===== src/rtl/vx_fetch_sched.sv =====
// vx_fetch_sched: per-warp PC/mask/status with round-robin warp selection feeding decode.
// Warp spawn is compiled in only when VX_FETCH_WSPAWN_EN is defined.

module vx_fetch_warp #(
  parameter int          NT         = 4,
  parameter logic [31:0] RST_PC     = 32'h0,
  parameter bit          RST_ACTIVE = 1'b0
)(
  input  logic          gclk,
  input  logic          grst,
  input  logic          fetch,
  input  logic          stall,
  input  logic          chg_mask,
  input  logic [NT-1:0] new_mask,
  input  logic          halt,
  input  logic          spawn,
  input  logic [31:0]   spawn_pc,
  input  logic          jal,
  input  logic [31:0]   jal_dest,
  input  logic          br,
  input  logic          br_taken,
  input  logic [31:0]   br_dest,
  output logic [31:0]   pc,
  output logic [NT-1:0] mask,
  output logic          active,
  output logic          stalled
);
  localparam logic [NT-1:0] ONE = {{(NT-1){1'b0}}, 1'b1};

  always_ff @(posedge gclk) begin
    if (grst) begin
      pc      <= RST_PC;
      mask    <= RST_ACTIVE ? ONE : '0;
      active  <= RST_ACTIVE;
      stalled <= 1'b0;
    end else begin
      // resolution overrides the sequential increment; jal beats branch
      if (active && jal)                 pc <= jal_dest;
      else if (active && br && br_taken) pc <= br_dest;
      else if (fetch)                    pc <= pc + 32'd4;
      if (active && (jal || br)) stalled <= 1'b0;
      if (stall)                 stalled <= 1'b1;
      if (chg_mask) begin
        mask <= new_mask;
        if (new_mask == '0) active <= 1'b0;
      end
      if (halt) begin
        active  <= 1'b0;
        stalled <= 1'b0;
      end
      if (spawn && !active) begin
        active <= 1'b1;
        pc     <= spawn_pc;
        mask   <= ONE;
      end
    end
  end
endmodule

module vx_fetch_sched #(
  parameter int          NW       = 2,
  parameter int          NT       = 4,
  parameter logic [31:0] START_PC = 32'h80000000,
  localparam int         WW       = $clog2(NW)
)(
  input  logic          gclk,
  input  logic          grst,
  input  logic          in_freeze,
  input  logic          in_clone_stall,
  input  logic          in_branch_stall,
  input  logic          in_change_mask,
  input  logic [NT-1:0] in_thread_mask,
  input  logic          in_wspawn,
  input  logic [31:0]   in_wspawn_pc,
  input  logic          in_ebreak,
  input  logic          in_jal,
  input  logic [31:0]   in_jal_dest,
  input  logic [WW-1:0] in_jal_warp_num,
  input  logic          in_branch_valid,
  input  logic          in_branch_dir,
  input  logic [31:0]   in_branch_dest,
  input  logic [WW-1:0] in_branch_warp_num,
  output logic [31:0]   out_imem_addr,
  input  logic [31:0]   in_imem_data,
  output logic [31:0]   out_instruction,
  output logic [31:0]   out_curr_PC,
  output logic [NT-1:0] out_valid,
  output logic [WW-1:0] out_warp_num,
  output logic          out_busy
);
  typedef struct packed {
    logic [31:0]   instr;
    logic [31:0]   pc;
    logic [NT-1:0] valid;
    logic [WW-1:0] wid;
  } fd_t;

  fd_t                  fd;
  logic [NW-1:0][31:0]  pc;
  logic [NW-1:0][NT-1:0] mask;
  logic [NW-1:0]        active, stalled, elig;
  logic [WW-1:0]        rr, sel, cand;
  logic                 found, frozen, dec_vld, spawn_en;

  assign frozen  = in_freeze | in_clone_stall;
  assign dec_vld = |fd.valid;

`ifdef VX_FETCH_WSPAWN_EN
  assign spawn_en = dec_vld & in_wspawn;
`else
  assign spawn_en = 1'b0;
  logic unused_spawn;
  assign unused_spawn = &{1'b0, in_wspawn, in_wspawn_pc};
`endif

  for (genvar w = 0; w < NW; w++) begin : g_warp
    logic hit;
    assign hit     = dec_vld && (fd.wid == WW'(w));
    // a control instruction sitting in decode blocks its own warp this cycle
    assign elig[w] = active[w] & ~stalled[w] & ~(in_branch_stall & hit);

    vx_fetch_warp #(
      .NT(NT), .RST_PC(w == 0 ? START_PC : 32'h0), .RST_ACTIVE(w == 0)
    ) u_warp (
      .gclk     (gclk),
      .grst     (grst),
      .fetch    (!frozen && found && (sel == WW'(w))),
      .stall    (hit && in_branch_stall),
      .chg_mask (hit && in_change_mask),
      .new_mask (in_thread_mask),
      .halt     (hit && in_ebreak),
      .spawn    (spawn_en && (w != 0)),
      .spawn_pc (in_wspawn_pc),
      .jal      (in_jal && (in_jal_warp_num == WW'(w))),
      .jal_dest (in_jal_dest),
      .br       (in_branch_valid && (in_branch_warp_num == WW'(w))),
      .br_taken (in_branch_dir),
      .br_dest  (in_branch_dest),
      .pc       (pc[w]),
      .mask     (mask[w]),
      .active   (active[w]),
      .stalled  (stalled[w])
    );
  end

  // first eligible warp after the round-robin pointer, wrapping
  always_comb begin
    sel   = rr;
    found = 1'b0;
    cand  = rr;
    for (int k = 0; k < NW; k++) begin
      cand = (cand == WW'(NW-1)) ? '0 : cand + 1'b1;
      if (!found && elig[cand]) begin
        sel   = cand;
        found = 1'b1;
      end
    end
  end

  assign out_imem_addr = pc[sel];

  always_ff @(posedge gclk) begin
    if (grst) begin
      fd <= '0;
      rr <= WW'(NW-1);
    end else if (!frozen) begin
      if (found) begin
        fd.instr <= in_imem_data;
        fd.pc    <= pc[sel];
        fd.valid <= mask[sel];
        fd.wid   <= sel;
        rr       <= sel;
      end else begin
        fd.instr <= '0;
        fd.valid <= '0;
      end
    end
  end

  assign out_instruction = fd.instr;
  assign out_curr_PC     = fd.pc;
  assign out_valid       = fd.valid;
  assign out_warp_num    = fd.wid;
  assign out_busy        = |active;
endmodule

===== config.mk =====
export PLATFORM = sky130hd
export DESIGN_NAME = vx_fetch_sched
export DESIGN_NICKNAME = d
export VERILOG_FILES = /design/src/rtl/vx_fetch_sched.sv
export SDC_FILE = /design/constraint.sdc
export NUM_CORES = 1
export LEC_CHECK = 0
export CAP_MARGIN = 0
export CORE_MARGIN = 2
export CORE_UTILIZATION = 30
export CTS_CLUSTER_DIAMETER = 50
export CTS_CLUSTER_SIZE = 20
export DETAILED_ROUTE_END_ITERATION = 10
export GPL_TIMING_DRIVEN = 0
export PLACE_DENSITY = 0.63
export SETUP_SLACK_MARGIN = 0.15
export SLEW_MARGIN = 20
export SYNTH_ARGS = -nofsm -noshare
export SYNTH_HDL_FRONTEND = slang
export SYNTH_HIERARCHICAL = 1
export SYNTH_SLANG_ARGS = --single-unit

===== constraint.sdc =====
create_clock -name gclk -period 8.3 [get_ports gclk]
set_input_delay 0.83 -clock gclk [delete_from_list [all_inputs] [get_ports gclk]]
set_output_delay 0.83 -clock gclk [all_outputs]
set_load 0.01 [all_outputs]

==> Yosys cells after proc, flatten, opt, wreduce, memory -nomap -nowiden <==
Cells that the tools add are included.
{ "totals": {"reg_bits": 144, "out_inout_bits": 102} }
{ "classes": {"add_sub_neg": 4, "magnitude_cmp": 3, "n_mux": 25, "n_bitwise": 11, "n_reduce_logical": 28} }
{ "ops": {"columns": ["op", "n"], "rows": [
  ["$mux W32", 7],
  ["$add A32 B3 Y32 const B", 2],
  ["$logic_and A1 B1 Y1", 16],
  ["$mux W1", 15],
  ["$mux W4", 3],
  ["$not A1 Y1", 7],
  ["$lt A1 B2 Y1 const B", 3],
  ["$reduce_bool A2 Y1", 3],
  ["$logic_not A4 Y1", 1],
  ["$reduce_and A2 Y1", 2],
  ["$reduce_or A4 Y1", 1],
  ["$and A1 B1 Y1", 3],
  ["$reduce_bool A3 Y1", 1],
  ["$add A1 B1 Y1 const B", 2],
  ["$logic_not A1 Y1", 2],
  ["$reduce_or A2 Y1", 1],
  ["$logic_or A1 B1 Y1", 1],
  ["$or A1 B1 Y1", 1]
]} }

==> Depth between registers and ports, before layout <==
{ "logic_depth": {"ltp_word": 16, "ltp_mapped": 15} }

==> Hierarchy <==
Netlist, hierarchy kept.
{ "modules_own_cells": {"columns": ["module", "n_inst", "cells_per_inst", "area_each_um2", "seq_area_each_um2"], "rows": [
  ["vx_fetch_warp at g_warp[1].u_warp", 1, 415, 3153.0, 760.7],
  ["vx_fetch_sched", 1, 336, 3139.3, 1401.3],
  ["vx_fetch_warp at g_warp[0].u_warp", 1, 399, 2986.6, 760.7]
]} }

==> Worst setup path before layout <==
No wires, ideal clock.
{ "synth_path": {"kind": "input-to-reg", "from": "input in_clone_stall", "to": "register g_warp[0].u_warp.pc[22]", "setup_ns": 0.119, "arrival_time_ns": 3.426, "required_ns": 8.181, "slack_ns": 4.755, "stages": 14, "cell_sequence": "or2_2 -> clkbuf_1 -> a21o_1 -> or2_2 -> clkbuf_1 -> buf_6 -> buf_2 -> nor2_1 -> clkbuf_1 -> inv_1 -> o22a_1 -> or4b_1 -> o21ai_0 -> a21oi_1"} }
{ "synth_via": {"elab_chain_cells": 5} }
{ "synth_rtl": {"columns": ["element", "line_no", "rtl"], "rows": [
  ["from (decl)", "69", "input logic in_clone_stall,"],
  ["$or A1 B1 Y1", "105", "assign frozen = in_freeze | in_clone_stall;"],
  ["$logic_not A1 Y1", null, null],
  ["$logic_and A1 B1 Y1 (2 in series)", "127", ".fetch (!frozen && found && (sel == WW'(w))),"],
  ["$reduce_bool A3 Y1 (no source line)", null, null],
  ["to (signal assigned)", "39", "else if (active && br && br_taken) pc <= br_dest;"],
  ["to (signal assigned)", "40", "else if (fetch) pc <= pc + 32'd4;"],
  ["to (signal assigned)", "53", "pc <= spawn_pc;"],
  ["to (decl)", "23", "output logic [31:0] pc,"]
]} }
No other way between the ends.
A chain may end at the register's enable or synchronous reset.

==> Worst setup path in the final report <==
{ "layout_path": {"from": "input in_clone_stall", "to": "register g_warp[0].u_warp.pc[19]"} }
Same word-level chain as after synthesis.

==> summary.txt <==
Run status
  • Status: complete, no violations

Setup path
  • Largest stage delay, worst path: about 970 ps
  • Worst path cell trace: clkdlybuf4s50_1 -> or2_2 -> clkbuf_1 -> a21o_1 -> or2_2 -> clkbuf_1 -> buf_6 -> buf_2 -> nor2_1 -> clkbuf_1 -> a211oi_1 -> nor3_1 -> nand3_1 -> a31oi_1 -> a2111oi_0
  • Worst setup EP type: flop
  • CP startpoint kind: primary input
  • Critical-path top delay cell: nor3_1
  • CP bufs+invs: 6
  • CP top delay family: simple AND/OR/NAND/NOR gates
  • CP required: approximately 8600 ps
  • Worst-path fanout max: 10
  • Most common cell on crit path: clkbuf_1
  • Kind of critical path: in2reg
  • Critical path arrival: around 5000 ps

Clock network
  • CTS tree: done
  • CTS clk-pin slew, worst paths: 70 ps
  • Setup bufs post-CTS: 0
  • Clock sink count: between 100 and 150
  • Clock Path Buffers: 2
  • Clock latency on the worst-skew pair: between 400 and 500 ps
  • CTS root buffer: clkbuf_16
  • Hold-fix buffers, CTS: 0
  • Post-cts resize count: 0
  • H-tree depth: 4
  • Num CTS Buffers: 17

Pwr
  • Total chip power: 2.393 mW
  • Pwr/cell area: between 150 and 200 mW/mm^2
  • Static Leak: approximately 4.6 nW
  • VDD IR-drop max: 0.1203 mV

Route
  • Post-route ant nets: 0
  • WL/cell: approximately 24 um
  • Initial DRC Count: between 1000 and 1500
  • DR DRC count: 0
  • Via-per-instance ratio: 5.945
  • Final wirelength: between 40000 and 50000 um
  • Pre-antenna DRT Iters: 6
  • Detailed-route via count: about 11000

Layout
  • Number of fill cells: between 3000 and 4000
  • Commonest cells after routing, fill and taps aside: clkdlybuf4s50_1, dfxtp_1, nand2_1, nor2_1, a21oi_1
  • Layout Cell Area excl Fill: around 0.013 sq mm
  • Most common cell after layout, fill and taps aside: clkdlybuf4s50_1
  • Layout cell share with drive strength beyond 1: 0.1136
  • Antenna fix cells: 0
  • Final Non-Filler Cells: roughly 1800
  • Final Core Density: 0.4221
  • Area grow syn2layout: 38.78%
  • Fin nets: about 1600

Timing
  • Unrepaired setup endpoints after global routing: false
  • Worst slew margin: 0.2108
  • Max Clock Freq: around 210 MHz
  • Pins Over Slew Limit: 0
  • Setup TNS: 0 ps
  • Least-Margin Pin Slew: ~1200 ps
  • Final hold violations: 0
  • Final setup fails: 0
  • Clock skew: 13.91 ps
  • Post-route clock period utilization: 0.5702
  • Post-layout min period: around 4700 ps

Logic synthesis
  • Post-synth EDFFs: 0
  • Mapped cell area: between 0.009 and 0.01 sq mm
  • FF+latch count, synth: 146
  • Asr flop ratio synth: 0
  • Syn Area/Cell: around 8.1 sq um
  • Mapped Cells: between 1000 and 1500
  • Seq/Total Area, Yosys: 0.3150
  • Distinct cell type count after synthesis: between 90 and 100
  • Most used flip-flop cell after synthesis: dfxtp_1
  • Yosys top cell area share: 0.3150
  • Ranking of synthesized cells by area: dfxtp_1, a21oi_1, nand2_1, nor2_1, a22oi_1
  • Syn. warnings: 6
  • Area leader, netlist: dfxtp_1

Global route
  • Vias in the first global route: ~11000
  • Total track usage: 0.2635
  • Grt ovf: 0
  • Antenna violations before repair: 0
  • Largest net degree at the start of global routing: 17
  • First-pass GRT wire length: 64810 um

Die
  • FP Rows: 64
  • Core outline area: between 0.03 and 0.04 sq mm
  • Die span in x: 179.9 um
  • Initial Util: 0.3041
  • Io pins: approximately 250
  • Die ar.: 0.03235 sq mm
  • Die H: ~180 um

Flow run
  • Max Cap Violations: 0

Placed design
  • Final Wtd Congestion: around 1.0
  • Dpl hpwl: 34210 um
  • Dpl cells: approximately 1800
  • Placed cell area: 0.01226 sq mm
  • IO Port Bufs: 245

Min path
  • Worst Hold Class: reg2reg
per-stage QoR:
| stage | setup slack [ps] | hold slack (ps) |
|---|---|---|
| 2_1_floorplan | 4755 | 440.8 |
| 3_3_place_gp | 3217 | 456.1 |
| 3_5_place_dp | 3177 | 471.3 |
| 4_1_cts | 3625 | 492.5 |
| 5_1_grt | 3477 | 504.8 |
| 6_report | 3567 | 494.7 |
worst min-delay path, cell delays in order, from the launching register on:
cell and delay [ps]:
dfxtp_1 340, mux2i_1 70, nand2_1 60
metal layers:
layer	routed length [um]	track usage	vias to the layer above
met4	2504	0.1395	0
met2	18840	0.4017	781
met3	4676	0.06584	148
li1	-	-	4841
met5	0	0	-
met1	18110	0.3424	5116
state kept, by name, indices dropped and copies added (netlist names):
| register | flops |
|---|---|
| out_warp_num | 1 |
| g_warp.u_warp/mask | 8 |
| g_warp.u_warp/stalled | 2 |
| out_instruction | 32 |
| out_curr_PC | 32 |
| g_warp.u_warp/active | 2 |
| out_valid | 4 |
| rr | 1 |
| g_warp.u_warp/pc | 64 |
cells in the mapped netlist (22+ instances only):
master / count
o22ai_1: 22
dfxtp_1: 146
a22oi_1: 42
o21a_1: 35
clkbuf_1: 38
buf_2: 30
inv_1: 49
o21ai_0: 59
nor3_1: 39
nand2_1: 90
a21oi_1: 88
nand3_1: 38
nor2_1: 90
cell families (layout without fill, tap and decap cells):
kind of cell | count (synthesis) | count (layout) | synth area share
buffers and inverters | 145 | 422 | 0.08158
muxes | 49 | 49 | 0.06297
adders and majority gates | 2 | 2 | 0.002696
and+or+nand+nor | 389 | 389 | 0.2210
other | 1 | 9 | 0.0004041
DFF | 146 | 146 | 0.3150
xor gates and xnor gates | 20 | 20 | 0.01888
AOI/OAI and AO/OA | 398 | 398 | 0.2975
final timing paths:
kind | start | to | slack [ps] | cells past startpoint
hold / removal | g_warp[0].u_warp/mask[0] | g_warp[0].u_warp/mask[0] | 490 | 2
setup reg to reg | out_valid[3] | g_warp[0].u_warp/pc[19] | 3930 | 14
setup / recovery | in_clone_stall | g_warp[0].u_warp/pc[19] | 3570 | 15
hold reg to reg | g_warp[0].u_warp/mask[0] | g_warp[0].u_warp/mask[0] | 490 | 2
cell type report:
class | count | area (sq um) | area share
flip-flops and latches | 146 | 2923 | 0.2270
clock inverters | 15 | 195.2 | 0.01516
repair buffers | 245 | 2452 | 0.1904
well taps | 396 | 495.5 | 0.03848
multi-input cells | 867 | 5629 | 0.4371
inverters | 50 | 187.7 | 0.01457
clock buffers | 17 | 425.4 | 0.03304
plain buffers | 95 | 569.3 | 0.04421
power by group:
part | internal [mW] | switching, mW
Clock | 0.460 | 0.375
Sequential | 0.765 | 0.0889
Combinational | 0.339 | 0.365
Total | 1.56 | 0.829
No activity file was read; power rests on OpenSTA's default activity.
